**src/rtl/jt51_dac_ser_pkg.sv**
```systemverilog
// Shared constants and frame layout for the YM3012-style serial DAC stream.
// Imported by the interface, the encoder and the top.
package jt51_dac_ser_pkg;

  localparam int OP_W      = 14;
  localparam int FRAME_LEN = 16;
  localparam int PAD       = 3;
  localparam int MANT_W    = 10;
  localparam int EXP_W     = 3;
  localparam int CNT_W     = 5;

  localparam logic [CNT_W-1:0] CNT_LOAD = 5'd0;
  localparam logic [CNT_W-1:0] CNT_SH1  = 5'd16;
  localparam logic [CNT_W-1:0] CNT_SH2  = 5'd0;

  // One channel frame; bit 0 leaves first, so the pad sits at the bottom.
  typedef struct packed {
    logic [EXP_W-1:0]  exp;
    logic [MANT_W-1:0] mant;
    logic [PAD-1:0]    pad;
  } frame_t;

  function automatic frame_t make_frame(input logic [MANT_W-1:0] mant,
                                        input logic [EXP_W-1:0] exp);
    frame_t f;
    f.exp  = exp;
    f.mant = mant;
    f.pad  = '0;
    return f;
  endfunction

endpackage

```
**src/rtl/jt51_dac_ser_if.sv**
```systemverilog
// Operator-stream input and serial DAC output bundle.
// master drives the slot stream, slave is the serialiser.
interface jt51_dac_ser_if;
  import jt51_dac_ser_pkg::*;

  logic                   cen;
  logic                   zero;
  logic signed [OP_W-1:0] op_in;
  logic                   carrier;
  logic                   l_en;
  logic                   r_en;
  logic                   so;
  logic                   sh1;
  logic                   sh2;

  modport master (output cen, zero, op_in, carrier, l_en, r_en,
                  input  so, sh1, sh2);
  modport slave  (input  cen, zero, op_in, carrier, l_en, r_en,
                  output so, sh1, sh2);
endinterface

```
**src/rtl/jt51_dac_ser_enc.sv**
```systemverilog
// Combinational saturate to 16 bits and linear -> 10-bit mantissa / 3-bit exponent.
// The smallest shift keeping the mantissa sign-correct wins.
module jt51_dac_enc
  import jt51_dac_ser_pkg::*;
#(
  parameter int ACC_W = 19
) (
  input  logic signed [ACC_W-1:0] acc,
  output logic [MANT_W-1:0]       mant,
  output logic [EXP_W-1:0]        exp
);

  localparam logic signed [ACC_W-1:0] SAT_MAX = ACC_W'(32767);
  localparam logic signed [ACC_W-1:0] SAT_MIN = ACC_W'(-32768);

  logic [15:0] v;
  logic [15:0] top_bits;
  logic [2:0]  shift;

  always_comb begin
    // NOTE: every variable gets a default first so no path can infer a latch.
    v        = acc[15:0];
    top_bits = '0;
    shift    = 3'd6;
    if (acc > SAT_MAX)      v = 16'h7FFF;
    else if (acc < SAT_MIN) v = 16'h8000;
    // Arithmetic shift leaves all-0 or all-1 exactly when v[15:9+i] are equal.
    for (int i = 6; i >= 0; i--) begin
      top_bits = $signed(v) >>> (9 + i);
      if (top_bits == 16'h0000 || top_bits == 16'hFFFF) shift = 3'(i);
    end
    mant = MANT_W'(v >> shift);
    exp  = shift + 3'd1;
  end

endmodule

```
**src/rtl/jt51_dac_ser.sv**
```systemverilog
// Sums carrier slots per 32-slot frame, encodes L/R and shifts them out LSB first
// with SH1/SH2 latch strobes; everything advances on cen only.
module jt51_dac_ser
  import jt51_dac_ser_pkg::*;
#(
  parameter int ACC_W = 19
) (
  input  logic           clk,
  input  logic           rst,
  jt51_dac_ser_if.slave  bus
);

  logic signed [ACC_W-1:0] acc_l, acc_r, hold_l, hold_r;
  logic signed [ACC_W-1:0] add, add_l, add_r;
  logic [CNT_W-1:0]        cnt, cnt_next;
  logic [2*FRAME_LEN-1:0]  sr;
  logic                    sh1_q, sh2_q;
  logic [MANT_W-1:0]       mant_l, mant_r;
  logic [EXP_W-1:0]        exp_l, exp_r;
  frame_t                  frame_l, frame_r;

  always_comb begin
    add      = bus.carrier ? {{(ACC_W-OP_W){bus.op_in[OP_W-1]}}, bus.op_in} : '0;
    add_l    = bus.l_en ? add : '0;
    add_r    = bus.r_en ? add : '0;
    cnt_next = bus.zero ? '0 : cnt + 5'd1;
    frame_l  = make_frame(mant_l, exp_l);
    frame_r  = make_frame(mant_r, exp_r);
  end

  jt51_dac_enc #(.ACC_W(ACC_W)) u_enc_l (.acc(hold_l), .mant(mant_l), .exp(exp_l));
  jt51_dac_enc #(.ACC_W(ACC_W)) u_enc_r (.acc(hold_r), .mant(mant_r), .exp(exp_r));

  always_ff @(posedge clk or negedge rst) begin
    if (!rst) begin
      acc_l  <= '0;
      acc_r  <= '0;
      hold_l <= '0;
      hold_r <= '0;
      cnt    <= '0;
      sr     <= '0;
      sh1_q  <= 1'b0;
      sh2_q  <= 1'b0;
    end else if (bus.cen) begin
      // NOTE: non-blocking so hold_x captures acc_x from before this edge's update.
      cnt <= cnt_next;
      if (bus.zero) begin
        hold_l <= acc_l;
        hold_r <= acc_r;
        acc_l  <= add_l;
        acc_r  <= add_r;
      end else begin
        acc_l <= acc_l + add_l;
        acc_r <= acc_r + add_r;
      end
      if (cnt == CNT_LOAD) sr <= {frame_r, frame_l};
      else                 sr <= sr >> 1;
      // Strobes are decoded from the next count so they are clean flop outputs.
      sh1_q <= (cnt_next == CNT_SH1);
      sh2_q <= (cnt_next == CNT_SH2);
    end
  end

  assign bus.so  = sr[0];
  assign bus.sh1 = sh1_q;
  assign bus.sh2 = sh2_q;

endmodule
```
**src/flat_wrapper.sv**
```systemverilog
// flat-port wrapper written by rule: the top's interface ports become plain ports
module jt51_dac_ser_flat import jt51_dac_ser_pkg::*;
#(
  parameter int ACC_W = 19
)
  (clk, rst, bus_cen, bus_zero, bus_op_in, bus_carrier, bus_l_en, bus_r_en, bus_so, bus_sh1, bus_sh2);
  jt51_dac_ser_if bus_i ();
  input  logic clk;
  input  logic rst;
  input wire logic [$bits(bus_i.cen)-1:0] bus_cen;
  input wire logic [$bits(bus_i.zero)-1:0] bus_zero;
  input wire logic [$bits(bus_i.op_in)-1:0] bus_op_in;
  input wire logic [$bits(bus_i.carrier)-1:0] bus_carrier;
  input wire logic [$bits(bus_i.l_en)-1:0] bus_l_en;
  input wire logic [$bits(bus_i.r_en)-1:0] bus_r_en;
  output wire logic [$bits(bus_i.so)-1:0] bus_so;
  output wire logic [$bits(bus_i.sh1)-1:0] bus_sh1;
  output wire logic [$bits(bus_i.sh2)-1:0] bus_sh2;
  assign bus_i.cen = bus_cen;
  assign bus_i.zero = bus_zero;
  assign bus_i.op_in = bus_op_in;
  assign bus_i.carrier = bus_carrier;
  assign bus_i.l_en = bus_l_en;
  assign bus_i.r_en = bus_r_en;
  assign bus_so = bus_i.so;
  assign bus_sh1 = bus_i.sh1;
  assign bus_sh2 = bus_i.sh2;
  jt51_dac_ser #(.ACC_W(ACC_W)) u_core (.clk(clk), .rst(rst), .bus(bus_i));
endmodule
```
**config.mk**
```make
export PLATFORM = sky130hd
export DESIGN_NAME = jt51_dac_ser_flat
export DESIGN_NICKNAME = d
export VERILOG_FILES = /design/src/rtl/jt51_dac_ser_pkg.sv /design/src/rtl/jt51_dac_ser_if.sv /design/src/rtl/jt51_dac_ser_enc.sv /design/src/rtl/jt51_dac_ser.sv /design/src/flat_wrapper.sv
export SDC_FILE = /design/constraint.sdc
export NUM_CORES = 1
export LEC_CHECK = 0
export ABC_AREA = 1
export BUFFER_PORTS_ARGS = -buffer_cell sky130_fd_sc_hd__buf_2
export CORE_MARGIN = 2
export CORE_UTILIZATION = 45
export DETAILED_ROUTE_END_ITERATION = 6
export PLACE_DENSITY = 0.64
export SYNTH_ARGS = -nofsm -noshare
export SYNTH_HDL_FRONTEND = slang
export SYNTH_SLANG_ARGS = --single-unit
```
**constraint.sdc**
```tcl
create_clock -name clk -period 5.5 [get_ports clk]
set_clock_uncertainty 0.1 [all_clocks]
set_input_delay 0.825 -clock clk [delete_from_list [all_inputs] [get_ports clk]]
set_output_delay 0.825 -clock clk [all_outputs]
set_load 0.03 [all_outputs]
```
==> results by group <==
CTS
  • # clock sinks: 115
  • CTS Buf Count: 17
  • Root Buffer: clkbuf_16
  • Htree depth: 4
  • Post-CTS setup buffer count: 0
  • Clock Path Buffers: 2
  • Resized Gates After CTS: 0
  • Clock slew at reported path FFs: 60 ps
  • Post-CTS Hold Buffers: 0
  • TritonCTS clock tree: built
  • Skew-Pair Late Insertion Delay: 420 ps

STA
  • Post-layout min period: 3499 ps
  • Fmax achieved: 285.8 MHz
  • Setup TNS: 0 ps
  • Hold violation total from the final report: 0
  • Hold Slack: 377.7 ps
  • RSZ-0062 raised after global routing: no
  • Worst Tran Pin Value: 1024 ps
  • Final setup fails: 0
  • Tcrit/Tclk final: 63.62%
  • Fin. max-slew vios: 0
  • Slew margin rel.: 31.21%

Floorplan
  • Die Wd: 142.8 um
  • Site Rows: 50
  • Die area: 20380 um^2
  • Core Box Area: 18830 um^2
  • Starting Density: 46.02%
  • Top Ports: 24
  • Die height: 142.8 um

Cells and area
  • Most common cell after layout, fill and taps aside: nand2_1
  • Diodes inserted: 0
  • Final core utilization: 50.25%
  • Post-route insts no fill: 1531
  • Layout cell share with drive strength beyond 1: 9.441%
  • Final nets: 1324
  • Commonest cells after routing, fill and taps aside: nand2_1, nand3_1, inv_1
  • Area grow syn2layout: 9.183%

Min path
  • Hold Path Class: flop to flop

Synth
  • Synth unique cells: 46
  • Cells after synthesis: 1267
  • Seq/Total Area, Yosys: 33.21%
  • Ys Warns: 0
  • Synthesized area per cell: 6.840 um^2
  • Cell Area, Synth: 8666 um^2
  • Synth Register Bits: 115
  • Syn nets: 1333

Routing
  • Residual DRC: 0
  • WL/cell: 14.10 um
  • Antenna Violating Nets Remaining: 0
  • Total wire length: 21580 um
  • DRT Pass-1 Iters: 6
  • DR vias: 8086
  • Via density: 5.282
  • DRT iter0 DRCs: 671

Pwr
  • PD cells: 427.1 nW/um^2
  • Pleak: 0.004814 uW
  • VDD IR max: 0.2357 mV

Placement
  • Post-placement cell count: 1499
  • GP Congestion: 0.9037
  • Dpl hpwl: 15520 um
  • Port Buffers: 23

Global route
  • Overall global routing resource usage: 22.39%
  • Grt total ovfl: 0
  • First-pass GRT wire length: 36750 um
  • Vias in the first global route: 7425
  • Largest net degree at the start of global routing: 83
  • Antenna violations before repair: 0

Critical path
  • Critical path class: flop to flop
  • Crit Path Max Fanout: 20
  • R2r setup slk: 2000 ps
  • CP Launch Type: flop
  • Critical Path AT: 3660 ps
  • Req. time, crit path: 5660 ps
  • Crit path capture type: flop

Run
  • Max Cap Viol: 0

Run status
  • Outcome: completed
-- cells in the mapped netlist (all sizes together) --
| cell | instances | area share (%) |
|---|---|---|
| o21ai | 111 | 6.5 |
| nand4 | 12 | 0.94 |
| ha | 43 | 6.2 |
| nand2 | 355 | 16 |
| buf | 23 | 1.9 |
| inv | 135 | 5.9 |
| nand3 | 162 | 9.6 |
| fa | 2 | 0.46 |
| o211ai | 7 | 0.61 |
| a21oi | 92 | 5.6 |
| a221o | 1 | 0.12 |
| clkbuf | 34 | 1.5 |
| nand3b | 6 | 0.52 |
| and3 | 1 | 0.072 |
| and2 | 1 | 0.072 |
| a22oi | 26 | 2.3 |
| dfrtp | 115 | 33 |
| nor3 | 36 | 2.2 |
| or2 | 5 | 0.36 |
| a21o | 1 | 0.087 |
| xnor2 | 1 | 0.10 |
| nor3b | 2 | 0.17 |
| nor2 | 77 | 3.7 |
| xor2 | 3 | 0.30 |
| o31ai | 6 | 0.52 |
| o221ai | 3 | 0.30 |
| a31oi | 7 | 0.51 |
-- per-stage QoR --
stage / instance area (um^2) / setup WS [ps] / total power (uW)
floorplan: 8666 / 2389 / 2639
global placement: 8857 / 1853 / 2896
detailed placement: 8857 / 1809 / 2914
CTS: 9462 / 2007 / 4058
global route: 9462 / 1662 / 4393
finish: 9462 / 2001 / 4041
-- metal layers --
layer	share of wire, %	wire (um)	track usage (%)	vias up
li1	-	-	-	4232
met1	51	10960	32.84	3678
met2	44	9584	34.19	148
met3	3.4	740	3.253	28
met4	1.4	297	6.879	0
met5	0	0	0	-
-- worst max-delay path: stages (launching register included) --
cell	delay, ps
dfrtp_1	480
nand2_2	270
inv_1	70
a21oi_1	300
inv_1	120
ha_1	200
nand4_1	150
nor2_1	80
nor2_2	170
nand2_2	220
nand2_1	550
inv_1	110
ha_1	290
o21ai_0	140
o21ai_0	110
-- flip-flops by register name, summed over array words and instances, names as in the netlist --
signal          count
u_core.sr          32
u_core.acc_l       19
u_core.acc_r       19
u_core.hold_l      19
u_core.hold_r      19
u_core.cnt          5
u_core.bus.sh1      1
u_core.bus.sh2      1
-- kinds of logic (layout without fill, tap and decap cells) --
logic type	after synthesis	count (layout)	synth area share [%]
AOI/OAI and AO/OA	254	254	16.42
buffers and inverters	192	196	9.327
DFF	115	115	33.21
adders and majority gates	45	45	6.671
and+or+nand+nor	657	657	33.97
xor gates and xnor gates	4	4	0.4043
-- final timing paths --
check | from | endpoint | depth (start not counted)
hold / removal | u_core.hold_r[3] | u_core.hold_r[3] | 2
min in group asynchronous | rst | u_core.sr[8] | 2
hold reg to reg | u_core.hold_r[3] | u_core.hold_r[3] | 2
max in group asynchronous | rst | u_core.hold_r[6] | 2
setup / recovery | u_core.hold_r[18] | u_core.sr[30] | 14
setup reg to reg | u_core.hold_r[18] | u_core.sr[30] | 14
-- final cells by class --
type / instances / area [um^2]
Fill cell: 1934 / 9369
Multi-Input combinational cell: 960 / 4980
Sequential cell: 115 / 2878
Inverter: 135 / 511.7
Clock buffer: 19 / 452.9
Tap cell: 260 / 325.3
Timing Repair Buffer: 29 / 162.7
Clock inverter: 13 / 151.4
-- where the power goes --
| group | total (uW) | internal, uW | switching (uW) |
|---|---|---|---|
| Combinational | 1750 | 580 | 1170 |
| Clock | 1120 | 696 | 428 |
| Sequential | 1170 | 1040 | 128 |
No activity file was read; power rests on OpenSTA's default activity.
